[config.mk]
export PLATFORM = sky130hd
export DESIGN_NAME = rptr_empty
export DESIGN_NICKNAME = d
export VERILOG_FILES = /design/src/rtl/rptr_empty.sv
export SDC_FILE = /design/constraint.sdc
export NUM_CORES = 1
export LEC_CHECK = 0
export ABC_AREA = 1
export BUFFER_PORTS_ARGS = -buffer_cell sky130_fd_sc_hd__clkbuf_2
export CORE_UTILIZATION = 25
export CTS_CLUSTER_SIZE = 30
export DETAILED_ROUTE_END_ITERATION = 12
export PLACE_DENSITY = 0.53
export SETUP_SLACK_MARGIN = 0.15
export SLEW_MARGIN = 20
export SYNTH_ARGS = -nofsm -noshare
export SYNTH_HDL_FRONTEND = slang
export SYNTH_SLANG_ARGS = --single-unit
[constraint.sdc]
create_clock -name rclk -period 1.6 [get_ports rclk]
set_clock_uncertainty 0.1 [all_clocks]
set_input_delay 0.24 -clock rclk [delete_from_list [all_inputs] [get_ports rclk]]
set_output_delay 0.24 -clock rclk [all_outputs]
set_load 0.005 [all_outputs]
[src/rtl/rptr_empty.sv]
// Read-side pointer and empty-flag logic of the async FIFO: binary/Gray read pointer, empty, level, underflow.
// Optional almost-empty output built only when RPTR_ALMOST_EMPTY_EN is defined.
module rptr_empty #(
  parameter int ADDR      = 3,
  parameter int RAE_LEVEL = 1
) (
  input  logic            rclk,
  input  logic            rrst,
  input  logic            rinc,
  input  logic [ADDR:0]   rq2_wptr,
  input  logic            runderflow_clr,
  output logic [ADDR-1:0] raddr,
  output logic [ADDR:0]   rptr,
  output logic            rempty,
  output logic [ADDR:0]   rlevel,
`ifdef RPTR_ALMOST_EMPTY_EN
  output logic            ralmost_empty,
`endif
  output logic            runderflow
);

  logic            ren;
  logic [ADDR:0]   rbin_q, rbin_d;
  logic [ADDR:0]   rptr_q, rptr_d;
  logic [ADDR:0]   rlevel_q, rlevel_d;
  logic [ADDR:0]   wbin;
  logic            rempty_q, rempty_d;
  logic            runderflow_q, runderflow_d;

  always_comb begin
    ren          = rinc & ~rempty_q;
    rbin_d       = rbin_q + (ADDR+1)'(ren);
    rptr_d       = (rbin_d >> 1) ^ rbin_d;
    // Full-width Gray compare keeps empty pessimistic against a lagging write pointer
    rempty_d     = (rptr_d == rq2_wptr);
    wbin         = '0;
    wbin[ADDR]   = rq2_wptr[ADDR];
    for (int i = ADDR - 1; i >= 0; i--) begin
      wbin[i] = wbin[i+1] ^ rq2_wptr[i];
    end
    rlevel_d     = wbin - rbin_d;
    // A new underflow outranks a simultaneous clear
    runderflow_d = (rinc & rempty_q) | (runderflow_q & ~runderflow_clr);
  end

  always_ff @(posedge rclk) begin
    if (rrst) begin
      rbin_q       <= '0;
      rptr_q       <= '0;
      rempty_q     <= 1'b1;
      rlevel_q     <= '0;
      runderflow_q <= 1'b0;
    end else begin
      rbin_q       <= rbin_d;
      rptr_q       <= rptr_d;
      rempty_q     <= rempty_d;
      rlevel_q     <= rlevel_d;
      runderflow_q <= runderflow_d;
    end
  end

`ifdef RPTR_ALMOST_EMPTY_EN
  logic ralmost_empty_q, ralmost_empty_d;

  always_comb begin
    ralmost_empty_d = (rlevel_d <= (ADDR+1)'(RAE_LEVEL));
  end

  always_ff @(posedge rclk) begin
    if (rrst) ralmost_empty_q <= 1'b1;
    else      ralmost_empty_q <= ralmost_empty_d;
  end

  assign ralmost_empty = ralmost_empty_q;
`endif

  assign raddr      = rbin_q[ADDR-1:0];
  assign rptr       = rptr_q;
  assign rempty     = rempty_q;
  assign rlevel     = rlevel_q;
  assign runderflow = runderflow_q;

endmodule

==> Flow_metrics.wiki, run 1 <==
{| class="wikitable"
! Metric !! Value
|-
| Source-to-sink clock delay at the later pin of the worst-skew pair || 0.28 ns
|-
| Total count of hold-check failures in the final report || 0
|-
| Area share of the leading cell type in the synthesized netlist || 34.8%
|-
| Standard-cell row count || 19
|-
| Pwr dens || 700 mW/mm2
|-
| Final #Nets || 166
|-
| Via-per-instance ratio || 4.32
|-
| Final Max Slew Viols || 0
|-
| Clock tree buffer depth || 2
|-
| Xor/xnor share of the synthesized area || 7.02%
|-
| Total clock buffers created by CTS || 3
|-
| Highest Clock Rate || 585 MHz
|-
| Data arrival time of the critical path || 1.79 ns
|-
| Die height || 56.7 um
|-
| Total grt overflow || 0
|-
| Number of clock sinks || 13
|-
| Count of final setup violators || 4
|-
| Via count || 790
|-
| Synthesized-area fraction occupied by adder cells || 8.36%
|-
| Share of synthesized cell area in and, or, nand and nor gates || 37.0%
|-
| Hold Crit Endpoint || runderflow
|-
| Number of different library cells in the post-synthesis netlist || 18
|-
| Share of the core filled with cells || 44.6%
|-
| Final HPWL DP || 1360 um
|-
| Area growth from synthesis to final layout || 67.2%
|-
| Worst ir drop on vdd || 0.386 mV
|-
| Die X || 56.7 um
|-
| Count of yosys warnings during synthesis || 0
|-
| H-Tree Level Count || 1
|-
| Worst setup path class || flip-flop to flip-flop
|-
| Number of design-rule violations left by the first detailed-router iteration || 9
|-
| Global-route wire length before repair || 3070 um
|-
| Req. time, crit path || 1.68 ns
|-
| Number of routed nets with antenna violations || 0
|-
| Synth Cell Area || 748 um2
|-
| Number of global-route vias before repair || 793
|-
| Main combinational cell family by area after synthesis || simple AND/OR/NAND/NOR gates
|-
| Global-route usage over all layers || 12.5%
|-
| Antenna violations before repair || 0
|-
| Yosys reg bits || 13
|-
| Cells after synthesis || 106
|-
| Die area || 0.00322 mm2
|-
| CTS tree || yes
|-
| Count of placed standard cells including taps || 174
|-
| Worst R2R Setup Slack || -0.11 ns
|-
| Routability congestion estimate || 0.769
|-
| Ratio of cells with drive above 1 in the final layout || 58.6%
|-
| Number of nets produced by synthesis || 119
|-
| Fin crit period || 1.71 ns
|-
| Slew HR || 81.5%
|-
| Placeable Area || 0.00281 mm2
|-
| Sequential fraction of the synthesis area || 34.8%
|-
| Finished Layout Cells || 183
|-
| N_diodes || 0
|-
| Max-capacitance violation count || 0
|-
| Initial core utilization || 26.7%
|-
| Clock edge transition at the registers on the reported setup and hold paths || 0.08 ns
|-
| Post-route fraction of the period consumed by the critical path || 107%
|-
| Cell count of the worst reg-to-reg path || 9
|-
| Unrepaired setup endpoints after global routing || true
|-
| Hold buffer count at cts || 0
|-
| Crit-path max FO || 3
|-
| Area fraction in compound gates after synthesis || 3.34%
|-
| Cell type with the highest aggregate area in the netlist || dfxtp_1
|-
| Port Buf Inserts || 20
|-
| Syn Area/Cell || 7.06 um2
|-
| Worst slew pin tran || 0.276 ns
|-
| Pin count of the biggest net entering global routing || 13
|-
| Multiplexer fraction of the synthesized cell area || 0%
|-
| Detailed-router iteration count before antenna repair || 8
|-
| Violations in the final reports || DRC, setup timing
|-
| Library cell used as clock root buffer || clkbuf_4
|-
| Top post-synthesis cells by area || dfxtp_1 35%, nand2_1 13%, ha_1 8.4%
|-
| Count of pins on the block boundary || 21
|-
| Worst min-delay path startpoint || rinc
|-
| Status || finished, violations left
|-
| Reg2reg start || rempty
|-
| Capture instance of the worst register-to-register path || rlevel[3]
|-
| Total routed wirelength || 1950 um
|-
| Startpoint types || flip-flop
|-
| Post-route setup slack || -0.108 ns
|-
| Worst hold path cell count || 3
|-
| Leakage power || 0.630 nW
|-
| CP Capture Type || flip-flop
|-
| Routed wire length per instance || 10.7 um
|-
| Drt drc || 2
|-
| Type of the worst min-delay path || input port to flip-flop
|}
[flip-flops by register name, summed over array words and instances (netlist names)]
name,flops
runderflow,1
rptr,3
rbin_q,4
rlevel,4
rempty,1
[kinds of logic (layout without fill, tap and decap cells)]
kind of cell	count (synthesis)	after routing
fa+ha+maj	5	5
compound gates	5	5
flops	13	13
buf+inv	19	65
simple gates	58	58
xor+xnor	6	6
[metal layers]
metal,share of wire [%],routed length [um],global-route usage [%],vias to the layer above
met3,2.3,44,1.61,5
met5,0,0,0,-
li1,-,-,-,414
met4,2.6,51,8.57,0
met2,55,1080,21.8,11
met1,40,780,13.9,360
[how the worst max path moves through the flow]
stage	startpoint	to	slack [ns]	depth (start not counted)
final	rempty	rlevel[3]	-0.11	9
after global routing	rempty	rempty	-0.23	11
after CTS	rempty	rlevel[2]	-0.12	11
after detailed placement	rq2_wptr[2]	rlevel[2]	-0.26	13
after global placement	rinc	rlevel[2]	-0.20	13
after floorplan	rempty	rlevel[2]	-0.06	11
[stage by stage]
| step | hold WS, ns | setup TNS [ns] | instance area (um2) | worst slack [ns] | total power [mW] |
|---|---|---|---|---|---|
| after floorplan | 0.217 | -0.0601 | 778 | -0.0601 | 0.503 |
| after global placement | 0.348 | -0.645 | 1050 | -0.196 | 0.615 |
| after detailed placement | 0.364 | -0.708 | 1050 | -0.256 | 0.617 |
| after CTS | 0.0933 | -0.292 | 1120 | -0.122 | 0.846 |
| after global routing | 0.108 | -0.829 | 1250 | -0.235 | 0.941 |
| final | 0.0948 | -0.292 | 1250 | -0.108 | 0.875 |
[cells in the mapped netlist (all sizes together)]
| master | instances |
|---|---|
| a21oi | 5 |
| and3 | 1 |
| clkbuf | 1 |
| dfxtp | 13 |
| ha | 5 |
| inv | 18 |
| nand2 | 32 |
| nand3 | 9 |
| nand4 | 1 |
| nor2 | 14 |
| nor3 | 1 |
| xnor2 | 2 |
| xor2 | 4 |
[area by class of cell]
cell class / instances / area (um2)
Inverter: 18 / 67.6
Clock buffer: 4 / 26.3
Sequential cell: 13 / 263
Timing Repair Buffer: 43 / 288
Tap cell: 31 / 38.8
Fill cell: 302 / 1550
Multi-Input combinational cell: 74 / 568
[worst max-delay path, cell delays in order (launching register included)]
cell	delay (ns)
dfxtp_2	0.34
nor2_4	0.11
buf_6	0.11
ha_4	0.13
nand4_1	0.21
nand2_4	0.19
xor2_4	0.20
nand3_1	0.10
nand2_1	0.09
nor2_2	0.04
[placed cells by master (no fill, tap or decap), types with 2 or more instances in the layout]
master and n:
xor2_1 3, clkbuf_2 20, a21oi_1 4, inv_1 11, nor2_1 8, nand3_2 4
buf_6 4, dfxtp_2 2, clkbuf_4 3, buf_4 19, inv_2 7, nand2_1 17
nand3_1 5, nand2_4 5, nand2_2 10, dfxtp_1 11, ha_4 4, nor2_2 5
[report_power, final]
group | switching (mW) | internal (mW) | total [mW] | leakage (nW)
clock network | 0.110 | 0.0968 | 0.207 | 0.0150
logic | 0.144 | 0.160 | 0.305 | 0.507
registers | 0.0125 | 0.351 | 0.364 | 0.107
total | 0.267 | 0.608 | 0.875 | 0.630
[timing repair]
item                       4_1_cts  5_1_grt
resized for setup                7       27
setup buffers                    2        3
gates cloned                     0        0
setup endpoints to repair        7        7
pin swaps                        3       22
hold endpoints to repair         0        0
(Power assumes the default switching activity.)
==> run 2: changes to the inputs <==
- CTS_BUF_LIST: not set -> sky130_fd_sc_hd__clkbuf_4
==> run 2 against run 1 <==
Compared with the run above:
- the flow still finishes with violations (DRC, setup timing)
- sequential cell count is the same
- largest cell class unchanged
- critical path type unchanged
- core utilization up 0.13 points
- maximum frequency grew 0.70%
- clock power rose by 5%
- highest routed layer unchanged
==> Flow_metrics.wiki, run 2 (synthesis results as in run 1) <==
{| class="wikitable"
! Metric !! Value
|-
| Status || finished, violations left
|-
| Violations in the final reports || DRC, setup timing
|-
| Clock edge transition at the registers on the reported setup and hold paths || 0.08 ns
|-
| Placeable Area || 0.00281 mm2
|-
| CP Capture Type || flip-flop
|-
| Source-to-sink clock delay at the later pin of the worst-skew pair || 0.27 ns
|-
| Capture instance of the worst register-to-register path || rlevel[3]
|-
| N_diodes || 0
|-
| Hold buffer count at cts || 0
|-
| Cell-internal power || 0.625 mW
|-
| Standard-cell row count || 19
|-
| Final Max Slew Viols || 0
|-
| Max-capacitance violation count || 0
|-
| Clock group share of total power || 24.5%
|-
| Switching Share || 29.4%
|-
| Routed wire length per instance || 10.6 um
|-
| Hold slack final || 0.101 ns
|-
| Total grt overflow || 0
|-
| Via count || 786
|-
| Unrepaired setup endpoints after global routing || true
|-
| Leakage power || 0.633 nW
|-
| Crit-path max FO || 3
|-
| Cell-by-cell listing of the critical path || nor2_4, buf_6, ha_4, nand4_1, nand2_4, xor2_4, nand3_1, nand2_1, nor2_2
|-
| Pin count of the biggest net entering global routing || 13
|-
| Finished Layout Cells || 183
|-
| Proportion of power drawn by flip-flops and latches || 41.1%
|-
| Detailed-router iteration count before antenna repair || 8
|-
| Cell count of the worst reg-to-reg path || 9
|-
| Library cell contributing the largest single delay on the critical path || dfxtp_2
|-
| Number of clock sinks || 13
|-
| Total count of hold-check failures in the final report || 0
|-
| Clock tree buffer depth || 2
|-
| Antenna violations before repair || 0
|-
| Slew HR || 80.4%
|-
| Fin crit period || 1.70 ns
|-
| Worst min-delay path startpoint || rinc
|-
| Port Buf Inserts || 20
|-
| Post-route setup slack || -0.0966 ns
|-
| Most frequent standard cell in the layout excluding fill and tap cells || clkbuf_2
|-
| Die height || 56.7 um
|-
| Hold Crit Endpoint || runderflow
|-
| Final HPWL DP || 1360 um
|-
| Commonest non-fill, non-tap cells in the layout || 20 x clkbuf_2, 19 x buf_4, 17 x nand2_1
|-
| Net switching power || 0.261 mW
|-
| Worst hold path cell count || 3
|-
| Number of buffer and inverter stages on the critical path || 1
|-
| Part of the total power dissipated in combinational logic || 34.4%
|-
| Type of the worst min-delay path || input port to flip-flop
|-
| Global-route usage over all layers || 12.3%
|-
| Startpoint types || flip-flop
|-
| Cell family with most CP delay || simple AND/OR/NAND/NOR gates
|-
| Maximum cell stage delay along the critical path || 0.34 ns
|-
| Total of fill cells in the finished design || 302
|-
| Initial core utilization || 26.7%
|-
| Count of pins on the block boundary || 21
|-
| Ratio of cells with drive above 1 in the final layout || 59.2%
|-
| Library cell used as clock root buffer || clkbuf_4
|-
| Die area || 0.00322 mm2
|-
| Area growth from synthesis to final layout || 67.7%
|-
| Worst setup path class || flip-flop to flip-flop
|-
| Final #Nets || 166
|-
| Pwr dens || 706 mW/mm2
|-
| Worst slew pin tran || 0.291 ns
|-
| Via-per-instance ratio || 4.30
|-
| Total routed wirelength || 1930 um
|-
| Post-route total power || 0.886 mW
|-
| Number of design-rule violations left by the first detailed-router iteration || 9
|-
| Global-route wire length before repair || 3060 um
|-
| Drt drc || 2
|-
| Dpl ws || -0.256 ns
|-
| H-Tree Level Count || 1
|-
| Count of final setup violators || 4
|-
| Count of placed standard cells including taps || 174
|-
| Reg2reg start || rempty
|-
| Worst ir drop on vdd || 0.388 mV
|-
| Total clock buffers created by CTS || 3
|-
| Highest Clock Rate || 589 MHz
|-
| Worst R2R Setup Slack || -0.1 ns
|-
| Routability congestion estimate || 0.769
|-
| Number of routed nets with antenna violations || 0
|-
| Data arrival time of the critical path || 1.77 ns
|-
| Number of global-route vias before repair || 793
|-
| Post-route fraction of the period consumed by the critical path || 106%
|-
| CTS tree || yes
|-
| Die X || 56.7 um
|-
| Req. time, crit path || 1.67 ns
|}
==> run 2: worst max-delay path by stage <==
stage	startpoint	to	slack, ns	depth (start not counted)
final	rempty	rlevel[3]	-0.1	9
after global routing	rempty	rempty	-0.23	11
after CTS	rempty	rlevel[2]	-0.12	11
after detailed placement	rq2_wptr[2]	rlevel[2]	-0.26	13
after global placement	rinc	rlevel[2]	-0.20	13
after floorplan	rempty	rlevel[2]	-0.06	11
==> run 2: final cells by class <==
| class | instances | area, um2 | share of cell area, % |
|---|---|---|---|
| multi-input combinational | 74 | 568 | 45.3 |
| clock buffer | 4 | 30.0 | 2.39 |
| tap | 31 | 38.8 | 3.09 |
| inverter | 18 | 67.6 | 5.38 |
| sequential | 13 | 263 | 20.9 |
| timing repair buffer | 43 | 288 | 22.9 |
==> run 2: worst min-delay path, cell delays in order <==
cell and delay, ns:
clkbuf_2 0.09, nand2_1 0.05, a21oi_1 0.05
==> run 2: power by group through the flow <==
stage | combinational [mW] | clock, mW | sequential, mW
final | 0.305 | 0.217 | 0.364
after global routing | 0.336 | 0.249 | 0.367
after CTS | 0.270 | 0.231 | 0.361
after detailed placement | 0.249 | 0 | 0.368
after global placement | 0.246 | 0 | 0.368
after floorplan | 0.130 | 0 | 0.373
==> run 2: through the flow <==
stage,setup TNS [ns],util [%],instance area [um2]
after floorplan,-0.0601,-,778
after CTS,-0.292,40.0,1120
after global routing,-0.826,44.7,1250
after detailed placement,-0.708,37.4,1050
final,-0.284,44.7,1250
after global placement,-0.645,37.4,1050
==> run 2: what timing repair did <==
item / CTS / global route
pin swaps: 3 / 22
resized for setup: 7 / 27
endpoints found under the setup margin: 7 / 7
setup buffers: 2 / 3
==> run 2: per-layer routing <==
layer	wire length, um	part of all wire [%]	vias up	global-route usage (%)
met4	29	1.5	0	7.50
met2	1090	56	10	21.8
li1	-	-	415	-
met5	0	0	-	0
met1	777	40	359	13.9
met3	40	2.1	2	1.61
